[config.mk]
export PLATFORM = sky130hd
export DESIGN_NAME = wb_stage
export DESIGN_NICKNAME = d
export VERILOG_FILES = /design/src/rtl/wb_stage.sv
export SDC_FILE = /design/constraint.sdc
export NUM_CORES = 1
export LEC_CHECK = 0
export ABC_AREA = 0
export CELL_PAD_IN_SITES_DETAIL_PLACEMENT = 0
export CELL_PAD_IN_SITES_GLOBAL_PLACEMENT = 1
export CORE_ASPECT_RATIO = 1.2
export CORE_MARGIN = 2
export CORE_UTILIZATION = 53
export CTS_CLUSTER_SIZE = 8
export DETAILED_ROUTE_END_ITERATION = 12
export DONT_BUFFER_PORTS = 1
export HOLD_SLACK_MARGIN = 0.05
export PLACE_DENSITY_LB_ADDON = 0.1
export SLEW_MARGIN = 20
export SYNTH_ARGS = -nofsm -noshare
export SYNTH_HDL_FRONTEND = slang
export SYNTH_SLANG_ARGS = --single-unit
export TNS_END_PERCENT = 100
[constraint.sdc]
create_clock -name clk -period 8.3 [get_ports clk]
set_clock_uncertainty 0.1 [all_clocks]
set_input_delay 2.49 -clock clk [delete_from_list [all_inputs] [get_ports clk]]
set_output_delay 2.49 -clock clk [all_outputs]
set_load 0.1 [all_outputs]
[src/rtl/wb_stage.sv]
// wb_stage: writeback arbiter between ALU results and buffered load returns, driving the register file write port
module wb_stage #(
    parameter int  WORD_WIDTH     = 32,
    parameter int  REG_ADDR_WIDTH = 5,
    localparam int NREGS          = 1 << REG_ADDR_WIDTH
) (
    input  logic                      clk,
    input  logic                      rst_n,
    input  logic                      alu_valid,
    input  logic [REG_ADDR_WIDTH-1:0] alu_rd,
    input  logic [WORD_WIDTH-1:0]     alu_data,
    output logic                      alu_ready,
    input  logic                      ld_valid,
    input  logic [REG_ADDR_WIDTH-1:0] ld_rd,
    input  logic [WORD_WIDTH-1:0]     ld_data,
    output logic                      ld_ready,
    output logic                      w_en,
    output logic [REG_ADDR_WIDTH-1:0] wa3,
    output logic [WORD_WIDTH-1:0]     wd3,
    output logic                      byp_valid,
    output logic [REG_ADDR_WIDTH-1:0] byp_addr,
    output logic [WORD_WIDTH-1:0]     byp_data,
    output logic [NREGS-1:0]          pend_mask
);
    logic [REG_ADDR_WIDTH-1:0] fifo_rd   [2];
    logic [WORD_WIDTH-1:0]     fifo_data [2];
    logic [1:0]                count;
    logic                      head;
    logic                      full;
    logic                      push;
    logic                      pop;
    logic                      sel;
    logic [REG_ADDR_WIDTH-1:0] sel_rd;
    logic [WORD_WIDTH-1:0]     sel_data;

    // A full FIFO drains first; otherwise the ALU wins and buffered loads fill idle slots
    always_comb begin
        full      = count == 2'd2;
        ld_ready  = !full;
        alu_ready = !full;
        push      = ld_valid && !full;
        pop       = full || (!alu_valid && count != 2'd0);
        sel       = pop || (alu_valid && !full);
        sel_rd    = pop ? fifo_rd[head] : alu_rd;
        sel_data  = pop ? fifo_data[head] : alu_data;
    end

    // Load storage is left unreset; entries are only observed while counted valid
    always_ff @(posedge clk) begin
        if (push) begin
            fifo_rd[head ^ count[0]]   <= ld_rd;
            fifo_data[head ^ count[0]] <= ld_data;
        end
    end

    // Queue bookkeeping, registered write port and the one-cycle bypass copy
    always_ff @(posedge clk or negedge rst_n) begin
        if (!rst_n) begin
            count     <= 2'd0;
            head      <= 1'b0;
            w_en      <= 1'b0;
            wa3       <= '0;
            wd3       <= '0;
            byp_valid <= 1'b0;
            byp_addr  <= '0;
            byp_data  <= '0;
        end else begin
            count     <= count + {1'b0, push} - {1'b0, pop};
            head      <= head ^ pop;
            w_en      <= sel && sel_rd != '0;
            if (sel) begin
                wa3 <= sel_rd;
                wd3 <= sel_data;
            end
            byp_valid <= w_en;
            byp_addr  <= wa3;
            byp_data  <= wd3;
        end
    end

    // Registers with a write accepted but not yet committed; x0 never counts
    always_comb begin
        pend_mask = '0;
        if (count != 2'd0) pend_mask[fifo_rd[head]] = 1'b1;
        if (full) pend_mask[fifo_rd[~head]] = 1'b1;
        if (w_en) pend_mask[wa3] = 1'b1;
        pend_mask[0] = 1'b0;
    end
endmodule

# Word level (Yosys, flattened, before mapping)
# Memory sizes are Yosys's and may differ from the RTL's.
# Cells that the tools add are included.
# totals
wordCells	50
ram_bits	74
regBits	79
inputBits	78
memories	2
out_inout_bits	110
# op_classes
add_sub_neg	2
eq_ne	1
n_mux	13
n_bitwise	5
order_cmp	6
n_reduce_logical	13
# mem_list
memory	depth	word_bits	rd	rd_clocked_by_memory_dff	write_ports	line	rtl
fifo_data	2	32	1	0	1	26	logic [WORD_WIDTH-1:0] fifo_data [2];
fifo_rd	2	5	2	0	1	25	logic [REG_ADDR_WIDTH-1:0] fifo_rd [2];
# op_table
op	count
$mux 32	4
$or 32x32->32	2
$lt 5x6->1 const B	3
$demux 1 s5	3
$ge 5x1->1 const B	3
$logic_and 1x1->1	7
$mux 1	5
$mux 5	1
$reduce_bool 5->1	1
$add 2x1->2	1
$eq 2x2->1 const B	1
$logic_not 1->1	2
$logic_or 1x1->1	2
$reduce_bool 2->1	1
$sub 2x1->2	1
$xor 1x1->1	2
$not 1->1	1

# Longest topological paths before layout
# An unclocked memory read counts as a cell.
# logic_depth
depth_word	10
depth_mapped	9
depth_no_buf	8

# Worst setup path after synthesis
# OpenSTA, ideal clock, no wires.
# synth_timing
kind	reg-to-output
from	register head
to	output pend_mask[29]
arrival_time_ns	2.682
required_time_ns	5.710
path_slack_ns	3.028
path_stages_with_launch	5
path_buffers	1
path_cell_list	dfrtp_1 buf_2 mux2i_1 nand3_2 o221ai_1
# synth_via
elab_chain_cells	10
word_cells_on_any_way	17
cone_classes	order compare: 4; mux: 7; bitwise: 3; reduce/logical: 2; memory: 1
# synth_lines
element	line	rtl
from (decl)	28	logic head;
from (signal assigned)	69	head <= head ^ pop;
$mem_v2 2x5 *	--	
$lt 5x6->1 (not written as such) (tied with other cells)	84	if (count != 2'd0) pend_mask[fifo_rd[head]] = 1'b1;
$logic_and 1x1->1 (not written as such) (tied with other cells)	84	
$mux 1 (not written as such) or $logic_and 1x1->1 (tied branches)	84, 85	
$demux 1 s5 or $mux 1 (tied branches)	84, 85	
$mux 32 or $demux 1 s5 (tied branches)	84, 85	
$or 32x32->32 (no line)	--	
$mux 32 *	85	if (full) pend_mask[fifo_rd[~head]] = 1'b1;
$or 32x32->32 (no line)	--	
$mux 32 *	86	if (w_en) pend_mask[wa3] = 1'b1;
to (decl)	23	output logic [NREGS-1:0] pend_mask
# Mark *: on every way between the ends. The rest lies on a longest branch, timed or not.

# Worst setup path in the final report
# layout_timing
from	register head
to	output pend_mask[17]
# The elaborated chain is that of the path after synthesis.

==> impl.org <==
** Yosys
- Synth warn :: 0
- Yosys mapped the design onto 42 distinct sky130hd cell types.
- Top-area cell type share of the netlist area :: 33.4%
- Among all flip-flop cells after synthesis, the most frequent one is sky130_fd_sc_hd__dfrtp_1.
- Mapped Cells :: between 500 and 600
- In this run, synthesis produced a sequential element count of between 150 and 200.
- Post-synthesis cell type with the largest combined area :: sky130_fd_sc_hd__edfxtp_1
- EDFF count, synth :: 74
- Post-synth ARST share :: roughly half
- Post-synthesis sequential area ratio :: a little over three fifths
- Largest cells by area after synthesis :: sky130_fd_sc_hd__edfxtp_1, sky130_fd_sc_hd__dfrtp_1, sky130_fd_sc_hd__o31ai_1
- Avg Cell Area, Syn :: 12.7 um^2
- The number of nets handed over by synthesis was just over 600.
- Syn Std Cell Area :: between 6000 and 7000 um^2

** Timing
- Final setup violation count :: 0
- Number of hold violations in the final report :: 0
- Subtracting the final worst setup slack from the clock period gives roughly 5.7 ns.
- RSZ-0062 raised after global routing :: false
- Final cycle utilization of the critical path :: 68.6%
- The worst pin sits at a relative slew slack of roughly a fifth.
- The total count of max-transition violations in the final report is 0.
- FMAX :: around 180 MHz
- For the pin with the worst max-slew slack, the measured transition is around 1.2 ns.
- Summed negative setup slack over all endpoints :: 0 ns

** Clocking
- H-tree level count :: 4
- TritonCTS clock tree :: yes
- The tree built by TritonCTS fans out to about 150 sinks.
- The number of gates resized after CTS was 0.
- Num CTS Buffers :: 17
- Skew-Pair Late Insertion Delay :: 0.41 ns
- Post-CTS Hold Fix Bufs :: 0
- After clock tree synthesis, the clock-pin slew on the worst setup and hold paths is 0.06 ns.
- In this run the clock root is driven by a sky130_fd_sc_hd__clkbuf_16.
- The clock passes through at most 2 buffers.
- Post-CTS repair timing setup buffer count :: 0

** Critical path
- Startpoint of the lowest-slack register-to-register path :: count[0]
- Kind of critical path :: reg -> out
- Register-to-register setup slack :: 5.24 ns
- Along the worst path, the maximum fanout reaches 94.
- STA puts the critical path data arrival time at between 3 and 4 ns.
- The largest individual stage delay along the critical path comes from the cell sky130_fd_sc_hd__dfrtp_4.
- The number of buffers and inverters on the critical path is 1.
- Critical path endpoint category :: output pin
- The number of cells on the worst reg-to-reg path is 3.
- Required time of the critical path :: 5.71 ns
- Startpoint class of the critical path :: flop
- On the critical path the largest part of the delay comes from compound AO/OA/AOI/OAI gates.
- The largest single stage delay on the critical path is about 1.1 ns.
- CP cell instances :: nor3b_1 > o21ai_1 > o221ai_2 > buf_4
- The endpoint identified for the worst register-to-register timing path is fifo_data[1][6].

** Min path
- Instance count along the most critical hold path :: 2
- Endpoint of the worst hold path :: wd3[20]
- In this run the most critical hold path is launched from fifo_data[1][20].
- The min-delay analysis places its worst path in the category reg -> reg.

** Final layout
- Most common cell after layout, fill and taps aside :: sky130_fd_sc_hd__dfrtp_1
- Synth-to-Final Area Change :: 16.3%
- Cells with a size suffix above 1 make up between 20% and 30% of the layout.
- Leaving out fill and tap cells, the most frequent cells in the layout are sky130_fd_sc_hd__dfrtp_1, sky130_fd_sc_hd__edfxtp_1, sky130_fd_sc_hd__nand2_1.
- Diodes inserted :: 0
- After the last flow step, the layout net total stands at 620.

** Floorplanning
- Once the floorplan was initialized, standard cells occupied a little over half of the core.
- The floorplan step defined a die boundary enclosing approximately 13000 um^2.
- The die is between 100 and 150 um tall.
- I/O Pins :: roughly 190
- From left edge to right edge, the die measures between 100 and 150 um.
- In this run the core area contains 44 standard-cell rows.
- Area of the core :: approximately 12000 um^2

** Place
- Last weighted congestion value of the routability-driven placer :: between 0.8 and 0.9
- After legalization and detailed placement, the total HPWL measured a little over 10 mm.
- Number of I/O port buffers :: 0

** Routing
- Routed vias :: roughly 4400
- Count of antenna-violating nets left after detailed routing :: 0
- After detailed routing, the number of vias per cell comes to approximately 6.2.
- Iter 0 DRT Violations :: 230
- The first detailed-routing pass ran for 4 iterations.
- Post-DR wirelength/cell :: ~22 um
- Summed over all layers, the routed wires come to 15.8 mm.
- Remaining design rule violation count :: 0

** Global route
- In the global route stage, met1 resource usage came out at ~30%.
- The initial antenna violation count is 0.
- The total overflow left after global routing is 0.
- Number of global-route vias before repair :: 4343
- GRT Total Usage :: about a quarter
- Layer with the highest usage :: met2
- Global-route wire length before repair :: 24.6 mm
- Largest net degree at the start of global routing :: 95
- Global routing met2 resource utilization :: a little under 40%
- In the global route stage, met3 resource usage came out at a little under a tenth.

** Job
- The tool flagged a number of max-cap violations equal to 0.

** Outcome
- Outcome :: finished, final reports clean
==> metal layers <==
metal / part of all wire (%) / wire, um / up-vias
met5: 0 / 0 / -
met4: 0.54 / 86 / 0
met3: 8.5 / 1340 / 6
met2: 50 / 7960 / 180
met1: 40 / 6390 / 2192
li1: - / - / 2051
==> flip-flops by register name (all words and copies together), names as in the netlist <==
name	count
fifo_rd	10
w_en	1
fifo_data	64
wd3	32
byp_valid	1
byp_addr	5
wa3	5
byp_data	32
head	1
count	2
==> final cells by class <==
type / count / area [um^2]
fillers: 947 / 4430
well taps: 161 / 201
flip-flops and latches: 153 / 4200
clock buffers: 24 / 534
repair buffers: 37 / 298
inverters: 2 / 7.51
multi-input cells: 329 / 2420
clock inverters: 8 / 68.8
==> worst max path at each step <==
stage               slack (ns)  start            end  depth (start not counted)
floorplan                 3.03   head  pend_mask[29]                          4
global placement          3.20   head   pend_mask[9]                          4
detailed placement        3.11   head  pend_mask[17]                          4
CTS                       2.66   head  pend_mask[17]                          4
global route              2.50   head  pend_mask[17]                          4
finish                    2.61   head  pend_mask[17]                          4
==> cell families after synthesis <==
group / synth area share, %
fa+ha+maj: 0.376
simple gates: 12.9
flops: 63.1
xor+xnor: 0.527
buf+inv: 3.67
compound gates: 17.5
mux: 1.79
other cells: 0.0564
==> through the flow <==
step           cell area, um^2  setup WS [ns]  hold WS, ns  cells  util [%]
6_report                  7740           2.61        0.501    714      63.6
5_1_grt                   7740           2.50        0.542    714      63.6
4_1_cts                   7710           2.66        0.517    713      63.4
3_5_place_dp              7110           3.11        0.508    681      58.4
3_3_place_gp              7100           3.20        0.481    681      58.4
2_1_floorplan             6650           3.03        0.423    524         -
==> cell usage after synthesis (all sizes together), types with 2 or more instances <==
master / instances
dfrtp: 79
edfxtp: 74
nand2: 70
a21oi: 37
o31ai: 37
a2111oi: 32
nor2b: 32
buf: 31
o221ai: 31
o21ai: 14
and3b: 11
nor3: 11
nor3b: 11
clkbuf: 9
mux2: 6
nand3: 6
and3: 5
mux2i: 4
nand3b: 4
nor2: 4
ha: 2
inv: 2
xnor2: 2
xor2: 2
==> worst register-to-register path: stages, from the launching register on <==
cell and delay, ns:
sky130_fd_sc_hd__dfrtp_1 0.55, sky130_fd_sc_hd__and2b_1 0.31, sky130_fd_sc_hd__inv_2 0.72, sky130_fd_sc_hd__and3_2 1.00
Power is not shown: default switching activity piles up to over one toggle a cycle in this logic, so the estimate is an artifact.
